File: src/rtl/wr_bram_row_pkg.sv
// Shared widths and FSM encoding for the top-row BRAM writer and the port-b row reader.
//   DATA_W : BRAM word width, one DDR beat per word
//   ADDR_W : BRAM address width
//   state_t: writer FSM states
package wr_bram_row_pkg;

  localparam int unsigned DATA_W = 512;
  localparam int unsigned ADDR_W = 13;

  typedef enum logic [1:0] {
    StIdle,
    StWrite,
    StDone
  } state_t;

endpackage

File: src/rtl/wr_bram_row.sv
// Writes one row transaction from the DDR beat stream into the top-row BRAM through port a.
// Ports:
//   clk, rst                     : clock, synchronous active-high reset
//   wr_data_bram_row_start       : one-cycle pulse starting a transaction (ignored while busy)
//   wr_data_bram_row_ith_offset  : base BRAM address, sampled on an accepted start
//   wr_data_bram_row_num         : number of beats to write, sampled on an accepted start
//   wr_data_valid/last/in        : incoming beat stream
//   wr_data_bram_row_busy        : transaction in progress
//   wr_data_bram_row_ena/wea     : port a enable / write enable
//   wr_data_bram_row_addra/dina  : port a address / write data (zero when not writing)
//   wr_data_bram_row_done        : one-cycle pulse at transaction end
//   wr_data_bram_row_err         : last/count mismatch, sticky until the next accepted start
module wr_bram_row
  import wr_bram_row_pkg::*;
(
  input  logic              clk,
  input  logic              rst,
  input  logic              wr_data_bram_row_start,
  input  logic [ADDR_W-1:0] wr_data_bram_row_ith_offset,
  input  logic [ADDR_W-1:0] wr_data_bram_row_num,
  input  logic              wr_data_valid,
  input  logic              wr_data_last,
  input  logic [DATA_W-1:0] wr_data_in,
  output logic              wr_data_bram_row_busy,
  output logic              wr_data_bram_row_ena,
  output logic              wr_data_bram_row_wea,
  output logic [ADDR_W-1:0] wr_data_bram_row_addra,
  output logic [DATA_W-1:0] wr_data_bram_row_dina,
  output logic              wr_data_bram_row_done,
  output logic              wr_data_bram_row_err
);

  state_t            state_q, state_d;
  logic [ADDR_W-1:0] addr_q, addr_d;
  logic [ADDR_W-1:0] cnt_q, cnt_d;
  logic              err_q, err_d;
  logic              ena_q, ena_d;
  logic [ADDR_W-1:0] addra_q, addra_d;
  logic [DATA_W-1:0] dina_q, dina_d;
  logic              done_q, done_d;

  always_comb begin
    state_d = state_q;
    addr_d  = addr_q;
    cnt_d   = cnt_q;
    err_d   = err_q;
    ena_d   = 1'b0;
    addra_d = '0;
    dina_d  = '0;
    done_d  = 1'b0;

    unique case (state_q)
      StIdle: begin
        // Beats arriving here are dropped without touching err.
        if (wr_data_bram_row_start) begin
          err_d = 1'b0;
          if (wr_data_bram_row_num != '0) begin
            addr_d  = wr_data_bram_row_ith_offset;
            cnt_d   = wr_data_bram_row_num;
            state_d = StWrite;
          end else begin
            state_d = StDone;
          end
        end
      end

      StWrite: begin
        if (wr_data_valid) begin
          ena_d   = 1'b1;
          addra_d = addr_q;
          dina_d  = wr_data_in;
          addr_d  = addr_q + 1'b1;  // wraps modulo 2^ADDR_W
          cnt_d   = cnt_q - 1'b1;
          // The transaction ends on whichever of count-exhausted or last comes first;
          // it is clean only when both coincide on the same beat.
          if (cnt_q == ADDR_W'(1) || wr_data_last) begin
            state_d = StDone;
            err_d   = !(wr_data_last && cnt_q == ADDR_W'(1));
          end
        end
      end

      StDone: begin
        done_d  = 1'b1;
        state_d = StIdle;
      end

      default: state_d = StIdle;
    endcase
  end

  always_ff @(posedge clk) begin
    if (rst) begin
      state_q <= StIdle;
      addr_q  <= '0;
      cnt_q   <= '0;
      err_q   <= 1'b0;
      ena_q   <= 1'b0;
      addra_q <= '0;
      dina_q  <= '0;
      done_q  <= 1'b0;
    end else begin
      state_q <= state_d;
      addr_q  <= addr_d;
      cnt_q   <= cnt_d;
      err_q   <= err_d;
      ena_q   <= ena_d;
      addra_q <= addra_d;
      dina_q  <= dina_d;
      done_q  <= done_d;
    end
  end

  // Busy covers WRITE and DONE, so it falls in the same cycle the done pulse appears.
  assign wr_data_bram_row_busy  = (state_q != StIdle);
  assign wr_data_bram_row_ena   = ena_q;
  assign wr_data_bram_row_wea   = ena_q;
  assign wr_data_bram_row_addra = addra_q;
  assign wr_data_bram_row_dina  = dina_q;
  assign wr_data_bram_row_done  = done_q;
  assign wr_data_bram_row_err   = err_q;

endmodule

File: config.mk
export PLATFORM = sky130hd
export DESIGN_NAME = wr_bram_row
export DESIGN_NICKNAME = d
export VERILOG_FILES = /design/src/rtl/wr_bram_row_pkg.sv /design/src/rtl/wr_bram_row.sv
export SDC_FILE = /design/constraint.sdc
export NUM_CORES = 1
export LEC_CHECK = 0
export CAP_MARGIN = 15
export CORE_AREA = 2 2 423 425
export CTS_CLUSTER_SIZE = 16
export DETAILED_ROUTE_END_ITERATION = 16
export DIE_AREA = 0 0 425 427
export GPL_TIMING_DRIVEN = 0
export PLACE_DENSITY = 0.3
export SLEW_MARGIN = 20
export SYNTH_ARGS = -nofsm -noshare
export SYNTH_HDL_FRONTEND = slang
export SYNTH_SLANG_ARGS = --single-unit
File: constraint.sdc
create_clock -name clk -period 4.22 [get_ports clk]
set_input_delay 0.633 -clock clk [delete_from_list [all_inputs] [get_ports clk]]
set_output_delay 0.633 -clock clk [all_outputs]
set_load 0.02 [all_outputs]
==> impl_metrics.env <==
export IMPL_syn_nets=1908
export IMPL_ff2ff_path_depth=7
export IMPL_dieWidth_um=425
export IMPL_place_congestion=0.832
export IMPL_layout_drive_gt1_share_pct=7.66
export IMPL_slowest_stage="clkdlybuf4s50_1"
export IMPL_grt_pass1_vias=14200
export IMPL_fin_setup_tns_ps=0
export IMPL_power_switching_mw=3.84
export IMPL_avgRoutedWirePerCell_um=24.3
export IMPL_path_class="flop to primary output"
export IMPL_cts_made_buffers=79
export IMPL_worst_ep_required_time_ps=3590
export IMPL_synth_edf_count=0
export IMPL_area_growth_pct=101
export IMPL_path_cells="buf_2 > buf_1 > or2_2 > clkdlybuf4s50_1"
export IMPL_io_pins=1073
export IMPL_yosys_area_top_type="dfxtp_1"
export IMPL_worst_pin_slew_ps=784
export IMPL_final_cell_mix="clkdlybuf4s50_1 (1071), dfxtp_1 (556), and2_1 (521)"
export IMPL_powerDensity_nw_per_um2=443
export IMPL_combPwrFrac_pct=13.3
export IMPL_postCtsSetupBuffers=0
export IMPL_p_seq_share_pct=38.9
export IMPL_crit_path_max_fanout=10
export IMPL_ant_nets=0
export IMPL_hold_viol_final=0
export IMPL_yosysWarnings=0
export IMPL_hold_path_class="flop to flop"
export IMPL_sw_frac_of_total_pct=26.7
export IMPL_dpl_hpwl_um=101000
export IMPL_stdcell_count=4944
export IMPL_ys_flop_type="dfxtp_1"
export IMPL_synth_top_area_share_pct=68.9
export IMPL_vias=14300
export IMPL_drt_wl_total_um=120000
export IMPL_via_per_inst=2.89
export IMPL_synth_area_um2=16100
export IMPL_grt_max_degree=12
export IMPL_pwr_share_clk_pct=47.8
export IMPL_grt_overflow_total=0
export IMPL_outcome="finished clean"
export IMPL_portBuffers=1071
export IMPL_yosysSeqAreaShare_pct=68.9
export IMPL_cp_slowest_stage_delay_ps=740
export IMPL_p_leak_nw=12.0
export IMPL_final_common_cell="clkdlybuf4s50_1"
export IMPL_startpoint_type="flop"
export IMPL_ys_top_cells_by_area="dfxtp_1 (69%), and2_1 (20%), buf_2 (1.9%), o32ai_1 (0.81%), nand2_1 (0.63%)"
export IMPL_drcViolationCount=0
export IMPL_cts_resized=0
export IMPL_irDropWorstVdd_v=0.000227
export IMPL_layout_nets=3060
export IMPL_core_um2=177000
export IMPL_cap_violations=0
export IMPL_grt_setup_unrepaired="no"
export IMPL_clockBufferDepth=3
export IMPL_avgSynthCellArea_um2=11.9
export IMPL_synthDistinctLibCells=57
export IMPL_n_fill_cell=19600
export IMPL_ys_ff_latch=556
export IMPL_async_flop_share_pct=0
export IMPL_dp_cells=4788
export IMPL_multi_input_area_um2=4580
export IMPL_cts_sinks=556
export IMPL_cts_root_buffer="clkbuf_16"
export IMPL_grt_first_pass_wirelength_um=150000
export IMPL_clkTransAtPathRegs_ps=60
export IMPL_tritoncts="built"
export IMPL_worst_ep_arrival_time_ps=2770
export IMPL_row_count=155
export IMPL_clock_fmax_ghz=0.293
export IMPL_start_util_pct=9.11
export IMPL_drt_iter0_markers=497
export IMPL_whs_ps=462
export IMPL_slew_viol_final=0
export IMPL_seqCellArea_um2=11100
export IMPL_drt_pass1_iter_count=5
export IMPL_period_needed_ps=3410
export IMPL_slew_headroom_pct=47.4
export IMPL_p_total_mw=14.4
export IMPL_htree_levels=3
export IMPL_syn_inst=1362
export IMPL_whs_path_depth=2
export IMPL_antenna_found_initial=75
export IMPL_internal_power_mw=10.5
export IMPL_hold_buffers=0
export IMPL_finalClockSkew_ps=35.4
export IMPL_clock_latency_ps=680
export IMPL_layout_worst_path_cycle_share_pct=80.7
export IMPL_setup_viol=0
export IMPL_track_usage_pct=12.6
export IMPL_fp_dieH_um=427
export IMPL_endpoint_kind="primary output"
export IMPL_dieArea_um2=181000
[metal layers]
layer / vias up / wire length (µm) / share of wire (%) / track usage [%]
met2: 561 / 60900 / 51 / 22.2
met1: 6794 / 48100 / 40 / 14.8
met3: 186 / 8140 / 6.8 / 3.94
met5: - / 315 / 0.26 / 0
met4: 48 / 2480 / 2.1 / 3.35
li1: 6711 / - / - / -
[cell usage after synthesis (all sizes together), types with 4 or more instances]
master / instances
a211oi: 6
buf: 66
nand4: 7
inv: 10
a32o: 6
a21oi: 19
clkbuf: 17
nor2: 16
o31a: 6
o32ai: 15
nand2: 27
o221ai: 7
dfxtp: 556
a221oi: 12
and2: 521
and3: 6
o21ai: 4
nand3: 5
nor4: 9
nor3: 6
[layout make-up]
class | instances | share of cell area, %
Multi-Input combinational cell | 712 | 14.1
Buffer | 83 | 1.22
Antenna cell | 16 | 0.123
Clock inverter | 24 | 0.975
Clock buffer | 116 | 7.08
Inverter | 11 | 0.127
Tap cell | 2355 | 9.07
Sequential cell | 556 | 34.3
Timing Repair Buffer | 1071 | 33.0
[power groups by stage]
stage	sequential (mW)	clock, mW	combinational (mW)
2_1_floorplan	5.89	0	0.478
3_3_place_gp	5.70	0	1.96
3_5_place_dp	5.70	0	1.95
4_1_cts	5.58	7.23	1.96
5_1_grt	5.60	7.40	2.03
6_report	5.58	6.87	1.92
[path summary, 6_finish.rpt]
| path | slack, ps | from | endpoint |
|---|---|---|---|
| setup / recovery | 810 | state_q[0]$_SDFFE_PP0P_ | wr_data_bram_row_busy |
| setup reg to reg | 1270 | state_q[1]$_SDFFE_PP0P_ | wr_data_bram_row_dina[281]$_SDFF_PP0_ |
| hold reg to reg | 460 | addr_q[12]$_SDFFE_PP0P_ | wr_data_bram_row_addra[12]$_SDFF_PP0_ |
| hold / removal | 460 | addr_q[12]$_SDFFE_PP0P_ | wr_data_bram_row_addra[12]$_SDFF_PP0_ |
[stage by stage]
stage | worst slack (ps) | cell area, µm² | util (%)
finish | 813 | 32500 | 18.3
global route | 683 | 32400 | 18.3
detailed placement | 711 | 29800 | 16.8
floorplan | 2350 | 16100 | -
CTS | 661 | 32400 | 18.3
global placement | 656 | 29800 | 16.8
[cell families (layout without fill, tap and decap cells)]
| group | after synthesis | in the layout | share of synthesized area (%) |
|---|---|---|---|
| xor gates and xnor gates | 1 | 1 | 0.0542 |
| AOI/OAI and AO/OA | 88 | 88 | 4.32 |
| adders and majority gates | 3 | 3 | 0.232 |
| other | 0 | 16 | 0 |
| DFF | 556 | 556 | 68.9 |
| buffers and inverters | 94 | 1305 | 2.71 |
| and+or+nand+nor | 619 | 619 | 23.7 |
| muxes | 1 | 1 | 0.0620 |
[critical path: cells and delay by family, from the launching register on]
| family | cells | cell delay (ps) |
|---|---|---|
| flip-flops | 1 | 360 |
| buffers and inverters | 3 | 1520 |
| AND/OR/NAND/NOR | 1 | 210 |
[flip-flops by register name (all words and copies together), names as in the netlist]
name / cells
wr_data_bram_row_err: 1
wr_data_bram_row_dina: 512
cnt_q: 13
wr_data_bram_row_addra: 13
addr_q: 13
wr_data_bram_row_done: 1
state_q: 2
wr_data_bram_row_ena: 1
No activity file was read; power rests on OpenSTA's default activity.
